### src/rtl/sandbox_mem_reader_if.sv
// Bus bundle for sandbox_mem_reader: command port, memory read port and output stream.
// "master" is the reader side and "slave" is the surrounding environment.
interface sandbox_mem_reader_if #(
  parameter int DATA_W = 16,
  parameter int ADDR_W = 8
);
  logic              cmd_valid;
  logic              cmd_ready;
  logic [ADDR_W-1:0] cmd_addr;
  logic [ADDR_W:0]   cmd_len;
  logic              mem_rd_en;
  logic [ADDR_W-1:0] mem_rd_addr;
  logic [DATA_W-1:0] mem_rd_data;
  logic              out_valid;
  logic              out_ready;
  logic [DATA_W-1:0] out_data;
  logic              out_last;
  logic              done;

  modport master (
    input  cmd_valid, cmd_addr, cmd_len, mem_rd_data, out_ready,
    output cmd_ready, mem_rd_en, mem_rd_addr, out_valid, out_data, out_last, done
  );

  modport slave (
    output cmd_valid, cmd_addr, cmd_len, mem_rd_data, out_ready,
    input  cmd_ready, mem_rd_en, mem_rd_addr, out_valid, out_data, out_last, done
  );
endinterface

### src/rtl/sandbox_mem_reader.sv
// Burst reader: streams cmd_len words from a 1-cycle-latency RAM read port through a 2-entry buffer.
// Define SANDBOX_MEM_READER_WRAP_EN to wrap bursts past the top address instead of truncating them.
module sandbox_mem_reader #(
  parameter int DATA_W = 16,
  parameter int ADDR_W = 8
) (
  input  logic                  clk,
  input  logic                  reset,
  sandbox_mem_reader_if.master  bus
);

  typedef enum logic [1:0] {IDLE, READ, DRAIN} state_t;

  state_t            state, state_nxt;
  logic [ADDR_W-1:0] addr;
  logic [ADDR_W:0]   remaining;
  logic              inflight, inflight_last;
  logic              ready_q, done_q, done_nxt;
  logic [DATA_W-1:0] ob_data [2];
  logic [1:0]        ob_last;
  logic [1:0]        count;
  logic [2:0]        credit;
  logic              accept, issue, rd_last, push, pop;

  assign accept = bus.cmd_valid & ready_q & (state == IDLE);
  assign pop    = (count != 2'd0) & bus.out_ready;
  assign push   = inflight;

  // A slot being popped this cycle counts as free, which keeps the pipe full at one word per cycle.
  assign credit = 3'd2 - {1'b0, count} + {2'b00, pop} - {2'b00, inflight};
  assign issue  = (state == READ) && (remaining != '0) && (credit != 3'd0);

`ifdef SANDBOX_MEM_READER_WRAP_EN
  assign rd_last = (remaining == (ADDR_W+1)'(1));
`else
  assign rd_last = (remaining == (ADDR_W+1)'(1)) || (addr == {ADDR_W{1'b1}});
`endif

  always_comb begin
    state_nxt = state;
    done_nxt  = 1'b0;
    case (state)
      IDLE: begin
        if (accept && bus.cmd_len != '0) state_nxt = READ;
        if (accept && bus.cmd_len == '0) done_nxt = 1'b1;
      end
      READ: begin
        if (issue && rd_last) state_nxt = DRAIN;
      end
      DRAIN: begin
        if (pop && ob_last[0]) begin
          state_nxt = IDLE;
          done_nxt  = 1'b1;
        end
      end
      default: state_nxt = IDLE;
    endcase
  end

  // cmd_ready is registered so it stays low for the whole time reset is held.
  always_ff @(posedge clk or negedge reset) begin
    if (!reset) begin
      state         <= IDLE;
      addr          <= '0;
      remaining     <= '0;
      inflight      <= 1'b0;
      inflight_last <= 1'b0;
      ready_q       <= 1'b0;
      done_q        <= 1'b0;
    end else begin
      state         <= state_nxt;
      ready_q       <= (state_nxt == IDLE);
      done_q        <= done_nxt;
      inflight      <= issue;
      inflight_last <= issue & rd_last;
      if (accept) begin
        addr      <= bus.cmd_addr;
        remaining <= bus.cmd_len;
      end else if (issue) begin
        addr      <= addr + ADDR_W'(1);
        remaining <= rd_last ? '0 : remaining - (ADDR_W+1)'(1);
      end
    end
  end

  // Entry 0 is always the head, so the presented word only moves on a pop.
  always_ff @(posedge clk or negedge reset) begin
    if (!reset) begin
      ob_data[0] <= '0;
      ob_data[1] <= '0;
      ob_last    <= 2'b00;
      count      <= 2'd0;
    end else begin
      case ({push, pop})
        2'b10: begin
          if (count == 2'd0) begin
            ob_data[0] <= bus.mem_rd_data;
            ob_last[0] <= inflight_last;
          end else begin
            ob_data[1] <= bus.mem_rd_data;
            ob_last[1] <= inflight_last;
          end
          count <= count + 2'd1;
        end
        2'b01: begin
          ob_data[0] <= ob_data[1];
          ob_last[0] <= ob_last[1];
          count      <= count - 2'd1;
        end
        2'b11: begin
          if (count == 2'd1) begin
            ob_data[0] <= bus.mem_rd_data;
            ob_last[0] <= inflight_last;
          end else begin
            ob_data[0] <= ob_data[1];
            ob_last[0] <= ob_last[1];
            ob_data[1] <= bus.mem_rd_data;
            ob_last[1] <= inflight_last;
          end
        end
        default: begin
        end
      endcase
    end
  end

  assign bus.cmd_ready   = ready_q;
  assign bus.mem_rd_en   = issue;
  assign bus.mem_rd_addr = addr;
  assign bus.out_valid   = (count != 2'd0);
  assign bus.out_data    = ob_data[0];
  assign bus.out_last    = (count != 2'd0) & ob_last[0];
  assign bus.done        = done_q;

endmodule

### src/flat_wrapper.sv
// flat-port wrapper written by rule: the top's interface ports become plain ports
module sandbox_mem_reader_flat 
#(
  parameter int DATA_W = 16,
  parameter int ADDR_W = 8
)
  (clk, reset, bus_cmd_valid, bus_cmd_addr, bus_cmd_len, bus_mem_rd_data, bus_out_ready, bus_cmd_ready, bus_mem_rd_en, bus_mem_rd_addr, bus_out_valid, bus_out_data, bus_out_last, bus_done);
  sandbox_mem_reader_if #(.DATA_W(DATA_W), .ADDR_W(ADDR_W)) bus_i ();
  input  logic clk;
  input  logic reset;
  input wire logic [$bits(bus_i.cmd_valid)-1:0] bus_cmd_valid;
  input wire logic [$bits(bus_i.cmd_addr)-1:0] bus_cmd_addr;
  input wire logic [$bits(bus_i.cmd_len)-1:0] bus_cmd_len;
  input wire logic [$bits(bus_i.mem_rd_data)-1:0] bus_mem_rd_data;
  input wire logic [$bits(bus_i.out_ready)-1:0] bus_out_ready;
  output wire logic [$bits(bus_i.cmd_ready)-1:0] bus_cmd_ready;
  output wire logic [$bits(bus_i.mem_rd_en)-1:0] bus_mem_rd_en;
  output wire logic [$bits(bus_i.mem_rd_addr)-1:0] bus_mem_rd_addr;
  output wire logic [$bits(bus_i.out_valid)-1:0] bus_out_valid;
  output wire logic [$bits(bus_i.out_data)-1:0] bus_out_data;
  output wire logic [$bits(bus_i.out_last)-1:0] bus_out_last;
  output wire logic [$bits(bus_i.done)-1:0] bus_done;
  assign bus_i.cmd_valid = bus_cmd_valid;
  assign bus_i.cmd_addr = bus_cmd_addr;
  assign bus_i.cmd_len = bus_cmd_len;
  assign bus_i.mem_rd_data = bus_mem_rd_data;
  assign bus_i.out_ready = bus_out_ready;
  assign bus_cmd_ready = bus_i.cmd_ready;
  assign bus_mem_rd_en = bus_i.mem_rd_en;
  assign bus_mem_rd_addr = bus_i.mem_rd_addr;
  assign bus_out_valid = bus_i.out_valid;
  assign bus_out_data = bus_i.out_data;
  assign bus_out_last = bus_i.out_last;
  assign bus_done = bus_i.done;
  sandbox_mem_reader #(.DATA_W(DATA_W), .ADDR_W(ADDR_W)) u_core (.clk(clk), .reset(reset), .bus(bus_i));
endmodule
### config.mk
export PLATFORM = sky130hd
export DESIGN_NAME = sandbox_mem_reader_flat
export DESIGN_NICKNAME = d
export VERILOG_FILES = /design/src/rtl/sandbox_mem_reader_if.sv /design/src/rtl/sandbox_mem_reader.sv /design/src/flat_wrapper.sv
export SDC_FILE = /design/constraint.sdc
export NUM_CORES = 1
export LEC_CHECK = 0
export BUFFER_PORTS_ARGS = -buffer_cell sky130_fd_sc_hd__buf_4
export CORE_MARGIN = 5
export CORE_UTILIZATION = 40
export DETAILED_ROUTE_END_ITERATION = 7
export GPL_TIMING_DRIVEN = 0
export HOLD_SLACK_MARGIN = 0.03
export PLACE_DENSITY = 0.69
export SLEW_MARGIN = 20
export SYNTH_ARGS = -nofsm -noshare
export SYNTH_HDL_FRONTEND = slang
export SYNTH_SLANG_ARGS = --single-unit
### constraint.sdc
create_clock -name clk -period 3.2 [get_ports clk]
set_input_delay 0.16 -clock clk [delete_from_list [all_inputs] [get_ports clk]]
set_output_delay 0.16 -clock clk [all_outputs]
set_load 0.01 [all_outputs]
==> results.yml <==
setup_path:
  cp.required_ns: 3.04
  worstRegToRegCells: 12
  cp.arrival_ns: 2.77
  start_kind: "flip-flop"
  worst_setup_path_end_kind: "primary output"
  critPathKind: "reg2out"
  critPathMaxFanout: 9
  critPathLaunch: "u_core.count[0]"
  rrSetupSlack_ns: 0.29
  rr_startpoint: "u_core.count[0]"
  r2r-end: "u_core.remaining[8]"
  endpoint: "bus_mem_rd_en"
global_routing:
  grt-ovfl-total: 0
  grt.total_usage_pct: 15.2
  antenna_found_initial: 0
  grt_max_degree: 60
  grt_pass1_wl_um: 11700
  grt_pass1_vias: 2400
routing:
  drc: 0
  drt_iter0_markers: 86
  vias: 2461
  viasPerCell: 5.20
  routedWlPerCell_um: 14.6
  dr.pass1.iters: 4
  drt_wl_total_um: 6920
  ant_nets: 0
floorplanning:
  dieArea_mm2: 0.00941
  initial_core_util_pct: 41.3
  row_count: 31
  ioPinCount: 66
  die_x_um: 97.0
  die_h_um: 97.0
  coreArea_mm2: 0.00733
synthesis:
  synthTopCellsByArea: "dfrtp_1, mux2_2, o21ai_0"
  synth_warnings: 0
  synthCells: 292
  yosysUniqueCellTypes: 46
  synthArstFlopShare_pct: 100
  syn_avg_cell_area_um2: 10.4
  syn_area_mm2: 0.00303
  ys.flop_type: "dfrtp_1"
  synth_top_area_share_pct: 48.7
  synth_edf_count: 0
  yosysTopAreaCell: "dfrtp_1"
  synth.most_common_cell: "dfrtp_1"
  ys_seq_elements: 59
  synth_nets: 340
  netlist_top_cells_count: "dfrtp_1, nand2_1, o21ai_0"
  seq_area_frac_synth_pct: 48.7
timing:
  slew_headroom_pct: 51.0
  setup_viol: 0
  period_minus_slack_ns: 2.93
  finalCritPeriodShare_pct: 91.5
  worstMarginPinSlew_ns: 0.734
  hold_viol: 0
  clock_skew_ns: 0.00804
  rsz0062_at_grt: "no"
  fmax_mhz: 342
  setup-tns-final_ns: 0
  timing.hold.ws_ns: 0.0417
  drv_slew: 0
clock_network:
  root_buffer: "clkbuf_8"
  clockBufferDepth: 2
  clkTransAtPathRegs_ns: 0.06
  clock_sinks: 59
  cts_tree: "yes"
  numCtsBuffers: 9
  clkLatencyLatePin_ns: 0.34
  post_cts.repair.setup_buffers: 0
  htree_levels: 3
power:
  vdd_drop_max_uv: 454
  p_leak_nw: 1.83
  power_density_mw_per_mm2: 1150
min_path:
  hold_path.class: "in2reg"
placement:
  place_hpwl_um: 5110
  port_buffers: 65
  gp_congestion: 0.830
finish:
  fill_cells: 640
  syn2layout_area_growth_pct: 29.8
  n_antenna_cell: 0
  drive_gt1_share_pct: 33.4
  final_nets: 418
run_status:
  status: "completed"
flow_run:
  maxCapViolations: 0
sequential cells by signal, indices dropped and copies added (netlist names), 2 cells and up:
register	count
u_core.bus.out_data	16
u_core.ob_data	16
u_core.remaining	9
u_core.bus.mem_rd_addr	8
u_core.count	2
u_core.ob_last	2
u_core.state	2
how the worst min path moves through the flow:
stage                    start                         to  slack [ns]  depth (start not counted)
6_report       bus_cmd_addr[3]  u_core.bus.mem_rd_addr[3]        0.04                          3
5_1_grt        bus_cmd_addr[6]  u_core.bus.mem_rd_addr[6]        0.04                          2
4_1_cts        bus_cmd_addr[3]  u_core.bus.mem_rd_addr[3]        0.04                          3
3_5_place_dp             reset    u_core.bus.out_data[14]        0.28                          1
3_3_place_gp             reset    u_core.bus.out_data[14]        0.27                          1
2_1_floorplan            reset       u_core.bus.cmd_ready       -0.14                          0
worst max-delay path: stages (launching register included):
cell and delay, ns:
dfrtp_1 0.43, inv_1 0.06, ha_1 0.28, nor2b_4 0.19
inv_1 0.08, fa_1 0.36, ha_1 0.28, nand3b_1 0.10
and2_1 0.24, nand2_4 0.13, inv_2 0.14, buf_4 0.14
timing repair:
item | CTS | global route
endpoints found under the setup margin | 0 | 16
gates resized for setup | 0 | 2
hold endpoints to repair | 60 | 0
hold buffers | 2 | 0
cell usage in the layout (no fill, tap or decap), types with 12 or more instances in the layout:
cell type  synthesis  final
nand2_1           32     32
nor2_1            13     13
mux2_2            17     17
buf_4             17     82
o21ai_0           27     27
a22oi_1           17     17
inv_1             12     12
dfrtp_1           59     59
cell families (layout without fill, tap and decap cells):
group / count (synthesis) / in the layout / synth area share [%]
simple gates: 81 / 81 / 13.9
compound gates: 79 / 79 / 17.7
flops: 59 / 59 / 48.7
buf+inv: 40 / 122 / 7.06
mux: 17 / 17 / 6.32
fa+ha+maj: 11 / 11 / 4.79
xor+xnor: 5 / 5 / 1.45
per-layer routing:
layer	wire (µm)	vias up	share of wire [%]	GRT usage, %
met2	3270	76	47	24.6
met1	3090	1182	45	19.0
met4	88	0	1.3	4.00
met5	0	-	0	0
met3	471	8	6.8	5.90
li1	-	1195	-	-
cell type report:
| cell class | count | area [µm²] | share of cell area, % |
|---|---|---|---|
| well taps | 99 | 124 | 3.15 |
| plain buffers | 27 | 165 | 4.20 |
| clock buffers | 10 | 138 | 3.50 |
| multi-input cells | 193 | 1350 | 34.2 |
| flip-flops and latches | 59 | 1480 | 37.6 |
| repair buffers | 67 | 508 | 12.9 |
| clock inverters | 5 | 125 | 3.18 |
| inverters | 13 | 48.8 | 1.24 |
through the flow:
step | setup WS, ns | cell area (µm²) | power (W) | cells | util (%)
2_1_floorplan | 0.474 | 3030 | 0.00290 | 292 | -
3_3_place_gp | 0.196 | 3640 | 0.00355 | 456 | 49.7
3_5_place_dp | 0.136 | 3640 | 0.00362 | 456 | 49.7
4_1_cts | 0.0722 | 3920 | 0.00453 | 473 | 53.5
5_1_grt | 0.0355 | 3930 | 0.00484 | 473 | 53.6
6_report | 0.273 | 3930 | 0.00450 | 473 | 53.6
power breakdown:
part | internal [W] | switching, W | total, W
clock network | 0.000612 | 0.000288 | 0.000900
registers | 0.00110 | 0.000262 | 0.00136
logic | 0.00109 | 0.00115 | 0.00224
Power figures use the tool's default switching activity.
